`src/rtl/ticket_vend_ctrl_pkg.sv`:
```
// ticket_vend_ctrl_pkg
//   Shared definitions for the ticket vending controller: FSM state
//   encoding, coin values, ticket price table and the default idle
//   timeout in seconds.
package ticket_vend_ctrl_pkg;

  typedef enum logic [1:0] {
    ST_IDLE     = 2'b00,
    ST_PAY      = 2'b01,
    ST_DISPENSE = 2'b10,
    ST_REFUND   = 2'b11
  } state_e;

  localparam int unsigned TIMEOUT_S_DEF = 10;

  localparam logic [4:0] COIN1_VAL  = 5'd1;
  localparam logic [4:0] COIN5_VAL  = 5'd5;
  localparam logic [4:0] COIN10_VAL = 5'd10;

  // Ticket type -> price in yuan.
  function automatic logic [3:0] price_lut(input logic [1:0] sel);
    logic [3:0] p;
    case (sel)
      2'b00:   p = 4'd3;
      2'b01:   p = 4'd5;
      2'b10:   p = 4'd8;
      default: p = 4'd12;
    endcase
    return p;
  endfunction

endpackage

```
`src/rtl/ticket_vend_ctrl_if.sv`:
```
// ticket_vend_ctrl_if
//   Bundles the vending controller's pulse inputs and registered
//   outputs.
//   master : drives sec_tick/start/sel_price/coins/cancel, observes outputs
//   slave  : the controller itself
interface ticket_vend_ctrl_if;
  logic       sec_tick;
  logic       start;
  logic [1:0] sel_price;
  logic       coin_1;
  logic       coin_5;
  logic       coin_10;
  logic       cancel;
  logic [4:0] paid;
  logic [3:0] price;
  logic [3:0] remain_s;
  logic       ticket_out;
  logic       change_out;
  logic [4:0] change_amt;
  logic [1:0] state;

  modport master (
    output sec_tick, start, sel_price, coin_1, coin_5, coin_10, cancel,
    input  paid, price, remain_s, ticket_out, change_out, change_amt, state
  );

  modport slave (
    input  sec_tick, start, sel_price, coin_1, coin_5, coin_10, cancel,
    output paid, price, remain_s, ticket_out, change_out, change_amt, state
  );
endinterface

```
`src/rtl/ticket_vend_ctrl_timer.sv`:
```
// timeout_timer
//   Seconds countdown for the payment phase.
//   clk, rst_n : clock, synchronous active-low reset
//   load_i     : reload the count with TIMEOUT_S (wins over decrement)
//   en_i       : decrement allowed this cycle
//   tick_i     : one-second pulse
//   remain_o   : seconds left
//   zero_o     : this tick takes the count from 1 to 0 (combinational)
module timeout_timer #(
  parameter int unsigned TIMEOUT_S = 10
) (
  input  logic       clk,
  input  logic       rst_n,
  input  logic       load_i,
  input  logic       en_i,
  input  logic       tick_i,
  output logic [3:0] remain_o,
  output logic       zero_o
);

  logic [3:0] remain_q, remain_d;

  always_comb begin
    remain_d = remain_q;
    if (load_i)
      remain_d = TIMEOUT_S[3:0];
    else if (en_i && tick_i && remain_q != 4'd0)
      remain_d = remain_q - 4'd1;
  end

  always_ff @(posedge clk) begin
    if (!rst_n) remain_q <= 4'd0;
    else        remain_q <= remain_d;
  end

  assign remain_o = remain_q;
  // Depends only on the raw tick so the FSM can qualify it without a loop.
  assign zero_o   = tick_i && (remain_q == 4'd1);

endmodule

```
`src/rtl/ticket_vend_ctrl.sv`:
```
// ticket_vend_ctrl
//   Ticket vending FSM: IDLE -> PAY -> DISPENSE/REFUND -> IDLE.
//   clk, rst_n : clock, synchronous active-low reset
//   bus        : slave side of ticket_vend_ctrl_if (pulse inputs, all
//                outputs registered)
module ticket_vend_ctrl
  import ticket_vend_ctrl_pkg::*;
#(
  parameter int unsigned TIMEOUT_S = TIMEOUT_S_DEF
) (
  input  logic                clk,
  input  logic                rst_n,
  ticket_vend_ctrl_if.slave   bus
);

  state_e     state_q, state_d;
  logic [4:0] paid_q, paid_d;
  logic [3:0] price_q, price_d;
  logic       ticket_q, ticket_d;
  logic       chg_out_q, chg_out_d;
  logic [4:0] chg_amt_q, chg_amt_d;

  logic       tmr_load, tmr_en, tmr_zero;
  logic [3:0] remain;
  logic [4:0] coin_val, paid_sum;

  timeout_timer #(.TIMEOUT_S(TIMEOUT_S)) u_timer (
    .clk      (clk),
    .rst_n    (rst_n),
    .load_i   (tmr_load),
    .en_i     (tmr_en),
    .tick_i   (bus.sec_tick),
    .remain_o (remain),
    .zero_o   (tmr_zero)
  );

  // Paid stays below price (<=11) while in PAY, so paid_sum <= 27 fits.
  assign coin_val = (bus.coin_1  ? COIN1_VAL  : 5'd0)
                  + (bus.coin_5  ? COIN5_VAL  : 5'd0)
                  + (bus.coin_10 ? COIN10_VAL : 5'd0);
  assign paid_sum = paid_q + coin_val;

  always_comb begin
    state_d   = state_q;
    paid_d    = paid_q;
    price_d   = price_q;
    ticket_d  = 1'b0;
    chg_out_d = 1'b0;
    chg_amt_d = chg_amt_q;
    tmr_load  = 1'b0;
    tmr_en    = 1'b0;
    case (state_q)
      ST_IDLE: begin
        if (bus.start) begin
          price_d  = price_lut(bus.sel_price);
          paid_d   = 5'd0;
          tmr_load = 1'b1;
          state_d  = ST_PAY;
        end
      end
      ST_PAY: begin
        // Precedence: cancel > price reached > coin reload > tick.
        if (bus.cancel) begin
          paid_d = paid_sum;
          if (paid_sum != 5'd0) begin
            state_d   = ST_REFUND;
            chg_out_d = 1'b1;
            chg_amt_d = paid_sum;
          end else begin
            state_d = ST_IDLE;
          end
        end else if (paid_sum >= {1'b0, price_q}) begin
          state_d   = ST_DISPENSE;
          paid_d    = paid_sum;
          ticket_d  = 1'b1;
          chg_amt_d = paid_sum - {1'b0, price_q};
          chg_out_d = (paid_sum > {1'b0, price_q});
        end else if (coin_val != 5'd0) begin
          paid_d   = paid_sum;
          tmr_load = 1'b1;
        end else if (bus.sec_tick) begin
          tmr_en = 1'b1;
          if (tmr_zero) begin
            if (paid_q != 5'd0) begin
              state_d   = ST_REFUND;
              chg_out_d = 1'b1;
              chg_amt_d = paid_q;
            end else begin
              state_d = ST_IDLE;
            end
          end
        end
      end
      // Pulses were raised on entry; just tidy up and return.
      ST_DISPENSE, ST_REFUND: begin
        paid_d  = 5'd0;
        state_d = ST_IDLE;
      end
      default: state_d = ST_IDLE;
    endcase
  end

  always_ff @(posedge clk) begin
    if (!rst_n) begin
      state_q   <= ST_IDLE;
      paid_q    <= 5'd0;
      price_q   <= 4'd0;
      ticket_q  <= 1'b0;
      chg_out_q <= 1'b0;
      chg_amt_q <= 5'd0;
    end else begin
      state_q   <= state_d;
      paid_q    <= paid_d;
      price_q   <= price_d;
      ticket_q  <= ticket_d;
      chg_out_q <= chg_out_d;
      chg_amt_q <= chg_amt_d;
    end
  end

  assign bus.paid       = paid_q;
  assign bus.price      = price_q;
  assign bus.remain_s   = remain;
  assign bus.ticket_out = ticket_q;
  assign bus.change_out = chg_out_q;
  assign bus.change_amt = chg_amt_q;
  assign bus.state      = state_q;

endmodule

```
`src/flat_wrapper.sv`:
```
// flat-port wrapper written by rule: the top's interface ports become plain ports
module ticket_vend_ctrl_flat import ticket_vend_ctrl_pkg::*;
#(
  parameter int unsigned TIMEOUT_S = TIMEOUT_S_DEF
)
  (clk, rst_n, bus_sec_tick, bus_start, bus_sel_price, bus_coin_1, bus_coin_5, bus_coin_10, bus_cancel, bus_paid, bus_price, bus_remain_s, bus_ticket_out, bus_change_out, bus_change_amt, bus_state);
  ticket_vend_ctrl_if bus_i ();
  input  logic clk;
  input  logic rst_n;
  input wire logic [$bits(bus_i.sec_tick)-1:0] bus_sec_tick;
  input wire logic [$bits(bus_i.start)-1:0] bus_start;
  input wire logic [$bits(bus_i.sel_price)-1:0] bus_sel_price;
  input wire logic [$bits(bus_i.coin_1)-1:0] bus_coin_1;
  input wire logic [$bits(bus_i.coin_5)-1:0] bus_coin_5;
  input wire logic [$bits(bus_i.coin_10)-1:0] bus_coin_10;
  input wire logic [$bits(bus_i.cancel)-1:0] bus_cancel;
  output wire logic [$bits(bus_i.paid)-1:0] bus_paid;
  output wire logic [$bits(bus_i.price)-1:0] bus_price;
  output wire logic [$bits(bus_i.remain_s)-1:0] bus_remain_s;
  output wire logic [$bits(bus_i.ticket_out)-1:0] bus_ticket_out;
  output wire logic [$bits(bus_i.change_out)-1:0] bus_change_out;
  output wire logic [$bits(bus_i.change_amt)-1:0] bus_change_amt;
  output wire logic [$bits(bus_i.state)-1:0] bus_state;
  assign bus_i.sec_tick = bus_sec_tick;
  assign bus_i.start = bus_start;
  assign bus_i.sel_price = bus_sel_price;
  assign bus_i.coin_1 = bus_coin_1;
  assign bus_i.coin_5 = bus_coin_5;
  assign bus_i.coin_10 = bus_coin_10;
  assign bus_i.cancel = bus_cancel;
  assign bus_paid = bus_i.paid;
  assign bus_price = bus_i.price;
  assign bus_remain_s = bus_i.remain_s;
  assign bus_ticket_out = bus_i.ticket_out;
  assign bus_change_out = bus_i.change_out;
  assign bus_change_amt = bus_i.change_amt;
  assign bus_state = bus_i.state;
  ticket_vend_ctrl #(.TIMEOUT_S(TIMEOUT_S)) u_core (.clk(clk), .rst_n(rst_n), .bus(bus_i));
endmodule
```
`config.mk`:
```
export PLATFORM = sky130hd
export DESIGN_NAME = ticket_vend_ctrl_flat
export DESIGN_NICKNAME = d
export VERILOG_FILES = /design/src/rtl/ticket_vend_ctrl_pkg.sv /design/src/rtl/ticket_vend_ctrl_if.sv /design/src/rtl/ticket_vend_ctrl_timer.sv /design/src/rtl/ticket_vend_ctrl.sv /design/src/flat_wrapper.sv
export SDC_FILE = /design/constraint.sdc
export NUM_CORES = 1
export LEC_CHECK = 0
export ABC_AREA = 1
export CORE_AREA = 2 2 66 56
export DETAILED_ROUTE_END_ITERATION = 8
export DIE_AREA = 0 0 68 58
export GPL_TIMING_DRIVEN = 1
export MAX_ROUTING_LAYER = met4
export PLACE_DENSITY = 0.79
export RECOVER_POWER = 100
export SYNTH_ARGS = -nofsm -noshare
export SYNTH_HDL_FRONTEND = slang
export SYNTH_SLANG_ARGS = --single-unit
```
`constraint.sdc`:
```
create_clock -name clk -period 4.2 [get_ports clk]
set_input_delay 0.84 -clock clk [delete_from_list [all_inputs] [get_ports clk]]
set_output_delay 0.84 -clock clk [all_outputs]
set_load 0.02 [all_outputs]
```
==> results.md <==
* Fillers at a little under 300
* Worst EP required at 4370 ps
* Clock tree from TritonCTS: done
* Number of cells on the worst hold path at 2
* Adder-cell area share of the yosys netlist at 11.7%
* Cells traversed along the worst timing path: clkdlybuf4s50_1, ha_1, ha_1, xor2_2, ha_1, a21oi_1, nand2_1, xnor2_2, inv_1, ha_1, buf_4, a21oi_4, nand3_4, buf_4, o21ai_0, nand2_1, nor2_1, nor2_1
* Floorplan die area at a little under 0.004 mm2
* Number of global-route vias before repair at between 1k and 1.5k
* Pin count of the biggest net entering global routing at 13
* Post-synthesis simple-gate area fraction at 34.0%
* CTS Buf Count at 3
* Total of endpoints with negative setup slack in the final report at 0
* Count of buffers inserted at the top-level ports at 31
* Critical path's largest stage delay at 430 ps
* Library cell contributing the largest single delay on the critical path: sky130_fd_sc_hd__clkdlybuf4s50_1
* Mean instance size in the synthesized netlist at around 7 um2
* Routed len/inst at 12.7 um
* Max_cap viols at 0
* Initial cell density of the core at 49.7%
* Fin. max-slew vios at 0
* Syn. warnings at 0
* Hold path start: u_core.bus.price[2]
* Max clock buf depth at 2
* Placed Cells at 312
* Register-to-register setup slack at ~1200 ps
* Final wirelength at just over 4000 um
* VDD IR max at ~280 uV
* Dominant combinational cell family by area after synthesis: simple AND/OR/NAND/NOR gates
* Post-synthesis share of cell area spent on xor and xnor gates at between 2 and 3%
* Min-delay worst type: reg2reg
* Flip-flop and latch count after synthesis at 22
* Final hold vios at 0
* Status: completed
* Endpoint of the worst hold-timing path: u_core.bus.price[2]
* Data arrival, critical path at 4230 ps
* Worst Reg-to-Reg Cells at 14
* Post-synthesis cell type count at 38
* Std-Cell Core Area at about 0.0033 mm2
* Aggregate negative setup slack at 0 ps
* Post-route clock skew at roughly 6.2 ps
* Number of rows created at floorplan at 19
* Leakage power of the design at 1.06 nW
* Largest driver fanout on the critical path at 4
* Number of sinks on the clock net at 22
* Fraction of the mapped netlist area in compound gates at 14.4%
* Worst setup path category: in2reg
* Worst R2R Start: u_core.bus.paid[0]
* Count of routing violations after the opening detailed-route iteration at 132
* Crit share post-route at a little over nine tenths
* Commonest cells after routing, fill and taps aside: 45 x sky130_fd_sc_hd__nand2_1, 37 x sky130_fd_sc_hd__inv_1, 32 x sky130_fd_sc_hd__nor2_1
* Antenna violations before repair at 0
* Power Dens Cells at 528 mW/mm2
* Total inserted antenna cells at 0
* Critical path capture point type: flop
* Root buffer cell: sky130_fd_sc_hd__clkbuf_8
* Mux share of post-synthesis cell area at 0%
* Cell occurring most often along the worst timing path: sky130_fd_sc_hd__ha_1
* Number of optimization iterations in the first detailed-route pass at 4
* Count of pins on the block boundary at 32
* Quantity of hold-fixing buffers added after cts at 0
* Final #Nets at 301
* Reg-to-reg endpoint: u_core.bus.change_amt[4]
* Layout Area Growth over Synthesis at 32.5%
* Total standard cell area after synthesis at around 0.0016 mm2
* Fin crit period at 4060 ps
* Slew at the pin closest to its max-slew limit at 612 ps
* Number of standard cells after synthesis at 230
* Share of the yosys chip area belonging to registers at between 20 and 30%
* Clock network latency to the later pin of the worst-skew pair at approximately 270 ps
* DRC viols at 0
* Post-route ant nets at 0
* Global-route wire length before repair at about 6600 um
* Post-layout worst setup margin at 142 ps
* Congestion Overflow GR at 0
* Worst rel slew slack at 58.8%
* Die Y-Extent at slightly below 60 um
* Fraction of layout cells with a size suffix above 1 at between 10% and 20%
* Commonest non-fill, non-tap cell in the layout: sky130_fd_sc_hd__nand2_1
* Final std cells w/o fill at 318
* Final weighted congestion in routability-driven placement at 0.938
* Clock transition at the register clock pins on the worst setup and hold paths after CTS at 80 ps
* Die outline width at 68 um
* Max Clk Rate at approximately 0.25 GHz
* Synthesized net count at 254
* Overall via count from detail_route at 1647
* Vias per Instance at 5.18
* Critical path startpoint category: input pin
* GRT Resource Usage Total at 23.0%
* Post-placement setup slack at -110 ps
* Maximum level of the CTS H-tree at 1
* HPWL after detailed placement at 3190 um
-- per-stage QoR --
step | utilization, % | power, mW | cell area [um2] | hold slack [ps]
6_report | 65.8 | 1.14 | 2160 | 483
5_1_grt | 65.8 | 1.22 | 2160 | 527
4_1_cts | 64.6 | 1.13 | 2120 | 499
3_5_place_dp | 63.0 | 0.974 | 2070 | 483
3_3_place_gp | 63.0 | 0.966 | 2070 | 478
2_1_floorplan | - | 0.732 | 1630 | 548
-- worst max-delay path by stage --
stage / slack (ps) / to / startpoint / cells past startpoint
floorplan: 520 / u_core.bus.change_amt[4] / bus_coin_5 / 18
global placement: 6 / u_core.bus.change_amt[4] / bus_coin_5 / 19
detailed placement: -110 / u_core.bus.change_amt[4] / bus_coin_5 / 19
CTS: 160 / u_core.bus.change_amt[4] / bus_coin_5 / 19
global route: -40 / u_core.u_timer.remain_o[1] / bus_coin_5 / 19
finish: 140 / u_core.bus.change_amt[4] / bus_coin_5 / 18
-- cells in the mapped netlist --
cell type | count | area share (%)
sky130_fd_sc_hd__o21ai_4 | 1 | 1.0
sky130_fd_sc_hd__dfxtp_1 | 22 | 27
sky130_fd_sc_hd__o21ai_1 | 4 | 1.2
sky130_fd_sc_hd__nand2_1 | 45 | 10
sky130_fd_sc_hd__a211oi_1 | 1 | 0.46
sky130_fd_sc_hd__o21ai_0 | 5 | 1.5
sky130_fd_sc_hd__a21boi_1 | 1 | 0.46
sky130_fd_sc_hd__inv_4 | 1 | 0.38
sky130_fd_sc_hd__nand4_4 | 1 | 1.3
sky130_fd_sc_hd__xor2_1 | 2 | 1.1
sky130_fd_sc_hd__buf_2 | 1 | 0.31
sky130_fd_sc_hd__nor2_4 | 1 | 0.69
sky130_fd_sc_hd__clkinv_2 | 1 | 0.31
sky130_fd_sc_hd__a22oi_1 | 5 | 2.3
sky130_fd_sc_hd__ha_1 | 12 | 9.2
sky130_fd_sc_hd__o21bai_1 | 1 | 0.46
sky130_fd_sc_hd__xnor2_1 | 3 | 1.6
sky130_fd_sc_hd__a21oi_1 | 8 | 2.5
sky130_fd_sc_hd__nor3b_2 | 1 | 0.77
sky130_fd_sc_hd__a21boi_0 | 2 | 0.92
sky130_fd_sc_hd__nand3_4 | 2 | 2.2
sky130_fd_sc_hd__a21oi_4 | 1 | 1.0
sky130_fd_sc_hd__o21bai_2 | 1 | 0.69
sky130_fd_sc_hd__nand4_1 | 6 | 2.3
sky130_fd_sc_hd__a21oi_2 | 1 | 0.54
sky130_fd_sc_hd__nor2_2 | 2 | 0.77
sky130_fd_sc_hd__nor3_1 | 2 | 0.61
sky130_fd_sc_hd__inv_2 | 2 | 0.46
sky130_fd_sc_hd__inv_1 | 37 | 8.5
sky130_fd_sc_hd__nand2_4 | 1 | 0.69
sky130_fd_sc_hd__fa_1 | 2 | 2.5
sky130_fd_sc_hd__nor2_8 | 1 | 1.2
sky130_fd_sc_hd__o211ai_1 | 2 | 0.92
sky130_fd_sc_hd__nor2_1 | 32 | 7.4
sky130_fd_sc_hd__nand3_1 | 15 | 4.6
sky130_fd_sc_hd__o22ai_1 | 1 | 0.38
sky130_fd_sc_hd__nand2_2 | 3 | 1.2
sky130_fd_sc_hd__clkbuf_1 | 1 | 0.23
-- cells by family after synthesis --
logic type | count (synthesis)
buf+inv | 43
xor+xnor | 5
simple gates | 112
flops | 22
compound gates | 34
fa+ha+maj | 14
-- power breakdown --
group          internal (mW)  switching (mW)  total, mW
clock network         0.0837          0.0697      0.153
registers              0.246          0.0306      0.277
logic                  0.297           0.413      0.710
total                  0.627           0.513       1.14
-- layer usage --
layer | share of wire, % | up-vias | track usage [%]
met5 | 0 | - | -
met4 | 1.4 | 0 | 7.71
met3 | 7.9 | 7 | 4.27
met2 | 43 | 69 | 31.2
met1 | 48 | 735 | 34.0
li1 | - | 836 | -
-- flip-flops by register name, indices dropped and copies added (netlist names) --
register                 cells
u_core.bus.change_amt        5
u_core.bus.change_out        1
u_core.bus.paid              5
u_core.bus.price             4
u_core.bus.state             2
u_core.bus.ticket_out        1
u_core.u_timer.remain_o      4
-- critical path: cells and delay by family --
family	cells	cell delay (ps)
compound gates	3	510
buf+inv	4	890
xor+xnor	2	370
fa+ha+maj	4	1070
simple gates	5	540
-- area by class of cell --
| class | count | area (um2) | area share (%) |
|---|---|---|---|
| clock buffer | 4 | 55.1 | 2.55 |
| inverter | 41 | 158 | 7.30 |
| multi-input combinational | 165 | 1040 | 48.4 |
| sequential | 22 | 440 | 20.4 |
| tap | 42 | 52.6 | 2.43 |
| timing repair buffer | 44 | 408 | 18.9 |
-- what timing repair did --
| action | 4_1_cts | 5_1_grt |
|---|---|---|
| buffers inserted | 0 | 2 |
| endpoints found under the setup margin | 0 | 9 |
| gates resized for setup | 0 | 3 |
Power figures use the tool's default switching activity.
